`src/rtl/parity_serial_rx_if.sv`:
```
// parity_serial_rx_if: serial line plus received-word bus between the link and its consumer
interface parity_serial_rx_if #(
    parameter int DATA_W = 8
);
    logic              rxd;
    logic [DATA_W-1:0] data_out;
    logic              valid;
    logic              parity_err;
    logic              frame_err;
    logic              busy;

    modport master (
        output rxd,
        input  data_out,
        input  valid,
        input  parity_err,
        input  frame_err,
        input  busy
    );

    modport slave (
        input  rxd,
        output data_out,
        output valid,
        output parity_err,
        output frame_err,
        output busy
    );
endinterface

```
`src/rtl/parity_serial_rx.sv`:
```
// parity_serial_rx: deserialises start/data(LSB first)/parity/stop frames and flags parity and framing errors
module parity_serial_rx #(
    parameter int DATA_W = 8,
    parameter int DIV    = 4,
    parameter int ODD    = 0
) (
    input logic               clk,
    input logic               rst_n,
    parity_serial_rx_if.slave bus
);
    localparam int CW = (DIV > 1) ? $clog2(DIV) : 1;
    localparam int IW = $clog2(DATA_W + 1);

    typedef enum logic [2:0] {
        S_IDLE,
        S_START,
        S_DATA,
        S_PARITY,
        S_STOP
    } state_t;

    state_t            r_state;
    logic [1:0]        r_sync;
    logic [CW-1:0]     r_cnt;
    logic [IW-1:0]     r_idx;
    logic [DATA_W-1:0] r_sh;
    logic              r_par;
    logic [DATA_W-1:0] r_data;
    logic              r_valid;
    logic              r_parity_err;
    logic              r_frame_err;
    logic              r_busy;
    logic              w_rxd_s;
    logic              w_bit_end;

    assign w_rxd_s   = r_sync[1];
    assign w_bit_end = (r_cnt == CW'(DIV - 1));

    assign bus.data_out   = r_data;
    assign bus.valid      = r_valid;
    assign bus.parity_err = r_parity_err;
    assign bus.frame_err  = r_frame_err;
    assign bus.busy       = r_busy;

    // Two-flop synchroniser; resets to the idle-high line level so reset never looks like a start bit
    always_ff @(posedge clk or negedge rst_n) begin
        if (!rst_n) r_sync <= 2'b11;
        else        r_sync <= {r_sync[0], bus.rxd};
    end

    // Frame FSM: mid-bit sampling, shift-in LSB first, running parity, one-cycle result strobe
    always_ff @(posedge clk or negedge rst_n) begin
        if (!rst_n) begin
            r_state      <= S_IDLE;
            r_cnt        <= '0;
            r_idx        <= '0;
            r_sh         <= '0;
            r_par        <= 1'b0;
            r_data       <= '0;
            r_valid      <= 1'b0;
            r_parity_err <= 1'b0;
            r_frame_err  <= 1'b0;
            r_busy       <= 1'b0;
        end else begin
            r_valid      <= 1'b0;
            r_parity_err <= 1'b0;
            r_frame_err  <= 1'b0;
            case (r_state)
                S_IDLE: begin
                    if (!w_rxd_s) begin
                        r_state <= S_START;
                        r_cnt   <= '0;
                        r_busy  <= 1'b1;
                    end
                end
                S_START: begin
                    if (r_cnt == CW'(DIV / 2 - 1)) begin
                        r_cnt <= '0;
                        if (w_rxd_s) begin
                            r_state <= S_IDLE;
                            r_busy  <= 1'b0;
                        end else begin
                            r_state <= S_DATA;
                            r_idx   <= '0;
                            r_par   <= 1'(ODD);
                        end
                    end else begin
                        r_cnt <= r_cnt + 1'b1;
                    end
                end
                S_DATA: begin
                    if (w_bit_end) begin
                        r_sh  <= (r_sh >> 1) | (DATA_W'(w_rxd_s) << (DATA_W - 1));
                        r_par <= r_par ^ w_rxd_s;
                        r_idx <= r_idx + 1'b1;
                        r_cnt <= '0;
                        if (r_idx == IW'(DATA_W - 1)) r_state <= S_PARITY;
                    end else begin
                        r_cnt <= r_cnt + 1'b1;
                    end
                end
                S_PARITY: begin
                    if (w_bit_end) begin
                        r_par   <= r_par ^ w_rxd_s;
                        r_cnt   <= '0;
                        r_state <= S_STOP;
                    end else begin
                        r_cnt <= r_cnt + 1'b1;
                    end
                end
                S_STOP: begin
                    // Leaving at mid-stop gives half a bit of slack to catch a back-to-back start edge
                    if (w_bit_end) begin
                        r_data       <= r_sh;
                        r_parity_err <= r_par;
                        r_frame_err  <= ~w_rxd_s;
                        r_valid      <= 1'b1;
                        r_cnt        <= '0;
                        r_busy       <= 1'b0;
                        r_state      <= S_IDLE;
                    end else begin
                        r_cnt <= r_cnt + 1'b1;
                    end
                end
                default: begin
                    r_state <= S_IDLE;
                    r_cnt   <= '0;
                    r_busy  <= 1'b0;
                end
            endcase
        end
    end
endmodule

```
`src/flat_wrapper.sv`:
```
// flat-port wrapper written by rule: the top's interface ports become plain ports
module parity_serial_rx_flat 
#(
    parameter int DATA_W = 8,
    parameter int DIV    = 4,
    parameter int ODD    = 0
)
  (clk, rst_n, bus_rxd, bus_data_out, bus_valid, bus_parity_err, bus_frame_err, bus_busy);
  parity_serial_rx_if #(.DATA_W(DATA_W)) bus_i ();
  input logic clk;
  input logic rst_n;
  input wire logic [$bits(bus_i.rxd)-1:0] bus_rxd;
  output wire logic [$bits(bus_i.data_out)-1:0] bus_data_out;
  output wire logic [$bits(bus_i.valid)-1:0] bus_valid;
  output wire logic [$bits(bus_i.parity_err)-1:0] bus_parity_err;
  output wire logic [$bits(bus_i.frame_err)-1:0] bus_frame_err;
  output wire logic [$bits(bus_i.busy)-1:0] bus_busy;
  assign bus_i.rxd = bus_rxd;
  assign bus_data_out = bus_i.data_out;
  assign bus_valid = bus_i.valid;
  assign bus_parity_err = bus_i.parity_err;
  assign bus_frame_err = bus_i.frame_err;
  assign bus_busy = bus_i.busy;
  parity_serial_rx #(.DATA_W(DATA_W), .DIV(DIV), .ODD(ODD)) u_core (.clk(clk), .rst_n(rst_n), .bus(bus_i));
endmodule
```
`config.mk`:
```
export PLATFORM = sky130hd
export DESIGN_NAME = parity_serial_rx_flat
export DESIGN_NICKNAME = d
export VERILOG_FILES = /design/src/rtl/parity_serial_rx_if.sv /design/src/rtl/parity_serial_rx.sv /design/src/flat_wrapper.sv
export SDC_FILE = /design/constraint.sdc
export NUM_CORES = 1
export LEC_CHECK = 0
export CORE_MARGIN = 4
export CORE_UTILIZATION = 23
export CTS_CLUSTER_SIZE = 14
export DETAILED_ROUTE_END_ITERATION = 8
export DONT_BUFFER_PORTS = 1
export GPL_TIMING_DRIVEN = 0
export PLACE_DENSITY_LB_ADDON = 0.15
export SETUP_SLACK_MARGIN = 0.1
export SLEW_MARGIN = 30
export SYNTH_ARGS = -nofsm -noshare
export SYNTH_HDL_FRONTEND = slang
export SYNTH_SLANG_ARGS = --single-unit
```
`constraint.sdc`:
```
create_clock -name clk -period 2.1 [get_ports clk]
set_clock_uncertainty 0.1 [all_clocks]
set_input_delay 0.42 -clock clk [delete_from_list [all_inputs] [get_ports clk]]
set_output_delay 0.42 -clock clk [all_outputs]
set_load 0.005 [all_outputs]
```
==> flow_summary.toml <==
[timing]
tightest_slew_ns = 0.574
timing.fmax_ghz = 0.517
slew_violations = 0
max_slew_margin_pct = 61.2
finalCritPeriodShare_pct = 92.2
worst_slack_ns = 0.165
min_period_ns = 1.94
rsz0062_at_grt = "no"
setup_viol = 0
hold_viol = 0
tns_ns = 0

[route]
drt_iter0_markers = 63
drt-vias-per-instance = 4.56
vias = 934
antenna_left = 0
first_pass_iters = 4
routed_wl_mm = 2.91
wl_per_cell_um = 14.2
drc = 0

[critical_path]
slowest_stage = "nor4b_1"
r2r-start = "u_core.r_sync[1]"
startpoint_type = "flop"
rrSetupSlack_ns = 0.16
crit_type = "reg2reg"
r2r_end = "u_core.r_cnt[0]"
cp_max_fo = 10
cp.depth = 4
reg2reg_depth = 4
required_ns = 2.22
critPathBufInv = 1
crit_end = "u_core.r_cnt[0]"
critPathTopFamily = "simple AND/OR/NAND/NOR gates"
crit_start = "u_core.r_sync[1]"
critPathArrivalTime_ns = 2.06
crit_chain = "clkbuf_1 > nor4b_1 > xnor2_1 > o31a_1"
max_stage_delay_ns = 0.55
crit_path_end_kind = "flop"

[synthesis]
ys_async_sr_fraction_pct = 100
yosysTopAreaCell = "dfrtp_1"
ys_top_cells_by_area = "dfrtp_1, mux2_2, ha_1, dfstp_2, nand3b_1"
yosysMostFrequentCell = "dfrtp_1"
ys_top_cells_by_count = "dfrtp_1, mux2_2, inv_1"
synth_cells = 118
synth_edf_count = 0
syn_avg_cell_area_um2 = 12.4
ys_ff_latch = 32
synth_warnings = 0
yosysTopAreaCellShare_pct = 51.2
synth_flop_cell = "dfrtp_1"
netlist_area_um2 = 1470
synth_cell_type_count = 40
synthesis.nets = 126
ys_seq_area_share_pct = 54.8

[floorplanning]
num_io_pins = 15
die_y_um = 87.8
dieArea_um2 = 7720
die_w_um = 87.8
row_count = 28
start_util_pct = 24.2
core_um2 = 6060

[job]
drv_cap = 0

[clock_network]
cts_htree_levels = 2
root_buffer = "clkbuf_8"
clk_pin_slew_worst_paths_ns = 0.07
clkLatencyLatePin_ns = 0.28
cts_tree = "done"
clock-sinks = 32
cts.path.max_buffers = 2
numCtsBuffers = 5
cts_resized = 0

[cells_and_area]
area_delta_synth_final_pct = 15.8
diodes = 0
final_cell_area_um2 = 1700
drive_gt1_share_pct = 27.7
final_nets = 137
final_util_pct = 28.0
multi_input_area_um2 = 616
fillCellCount = 630
seqCellArea_um2 = 803

[placement]
gp_congestion = 0.749
pre_cts_slack_ns = 0.168
dpl.hpwl_mm = 1.95
portBuffers = 0
place_area_um2 = 1560

[grt]
grt_max_degree = 33
grt_usage_pct = 8.51
antenna_found_initial = 0
grt_pass1_wl_mm = 5.03
grt_pass1_vias = 966
gr-total-overflow = 0

[hold_path]
min_path_type = "in2reg"

[pwr]
swShare_pct = 34.3
seqPwrFrac_pct = 45.2
leakage_nw = 0.759
ir_drop_mv = 0.386
internal_power_w = 0.00126
comb_power_share_pct = 29.3
cellPowerDensity_nw_per_um2 = 1130
power_frac_clock_pct = 25.5
switchingPower_w = 0.000658

[outcome]
outcome = "finished, final reports clean"
==> kinds of logic after synthesis <==
kind of cell    count (synthesis)  share of synthesized area [%]
flops                          32                           54.8
fa+ha+maj                       5                           4.27
compound gates                 18                           8.28
buf+inv                        12                           3.24
xor+xnor                        2                           1.19
mux                            17                           13.0
simple gates                   32                           15.3
==> state kept, by name, summed over array words and instances (netlist names) <==
name / cells
u_core.bus.busy: 1
u_core.r_sync: 2
u_core.bus.frame_err: 1
u_core.bus.valid: 1
u_core.bus.parity_err: 1
u_core.bus.data_out: 8
u_core.r_par: 1
u_core.r_sh: 8
u_core.r_idx: 4
u_core.r_state: 3
u_core.r_cnt: 2
==> per-stage QoR <==
step                      hold slack, ns  instances  power (W)
after global routing              0.0122        205    0.00206
final                             0.0334        205    0.00192
after CTS                         0.0218        203    0.00194
after floorplan                   0.0244        118    0.00127
after global placement            0.0262        193    0.00140
after detailed placement          0.0261        193    0.00142
==> worst min path at each step <==
stage	start	end	slack [ns]	cells past startpoint
2_1_floorplan	rst_n	u_core.bus.busy	0.02	0
3_3_place_gp	rst_n	u_core.r_idx[1]	0.03	0
3_5_place_dp	rst_n	u_core.r_idx[1]	0.03	0
4_1_cts	bus_rxd	u_core.r_sync[0]	0.02	0
5_1_grt	bus_rxd	u_core.r_sync[0]	0.01	0
6_report	bus_rxd	u_core.r_sync[0]	0.03	0
==> metal layers <==
metal	vias up	GRT usage [%]	part of all wire, %
met5	-	0	0
met2	17	11.6	43
met4	0	3.91	1.8
met1	464	11.9	50
li1	447	-	-
met3	6	3.10	4.9
==> layout by cell type, fill, tap and decap left out, types with 2 or more instances in the layout <==
master,n
a21oi_1,5
buf_2,2
buf_4,2
clkbuf_1,3
clkbuf_8,6
clkinv_2,2
dfrtp_1,30
dfstp_2,2
ha_1,5
inv_1,6
mux2_2,16
nand2_1,3
nand2b_1,2
nand3_1,2
nand3b_1,4
nor2_1,5
nor3_1,3
nor4bb_1,2
o211ai_1,3
o21ai_0,2
==> power by group through the flow <==
stage               logic (W)  registers (W)  clock network [W]
floorplan            0.000435       0.000834                  0
detailed placement   0.000542       0.000874                  0
global placement     0.000527       0.000868                  0
CTS                  0.000564       0.000864           0.000511
finish               0.000562       0.000866           0.000489
global route         0.000638       0.000884           0.000538
==> worst register-to-register path, stage by stage, from the launching register on <==
cell and delay [ns]:
dfstp_2 0.51, clkbuf_1 0.38, nor4b_1 0.55, xnor2_1 0.19
o31a_1 0.15
==> cell type report <==
type / count / area share (%)
inverters: 7 / 1.55
plain buffers: 5 / 1.25
multi-input cells: 74 / 36.3
flip-flops and latches: 32 / 47.3
clock buffers: 6 / 4.86
clock inverters: 2 / 0.590
well taps: 75 / 5.53
repair buffers: 4 / 2.65
==> repair_timing <==
action                     in CTS  in global routing
buffers inserted                0                  2
setup endpoints to repair       0                  8
hold endpoints to repair       32                  0
hold buffers                    2                  0
Power figures use the tool's default switching activity.
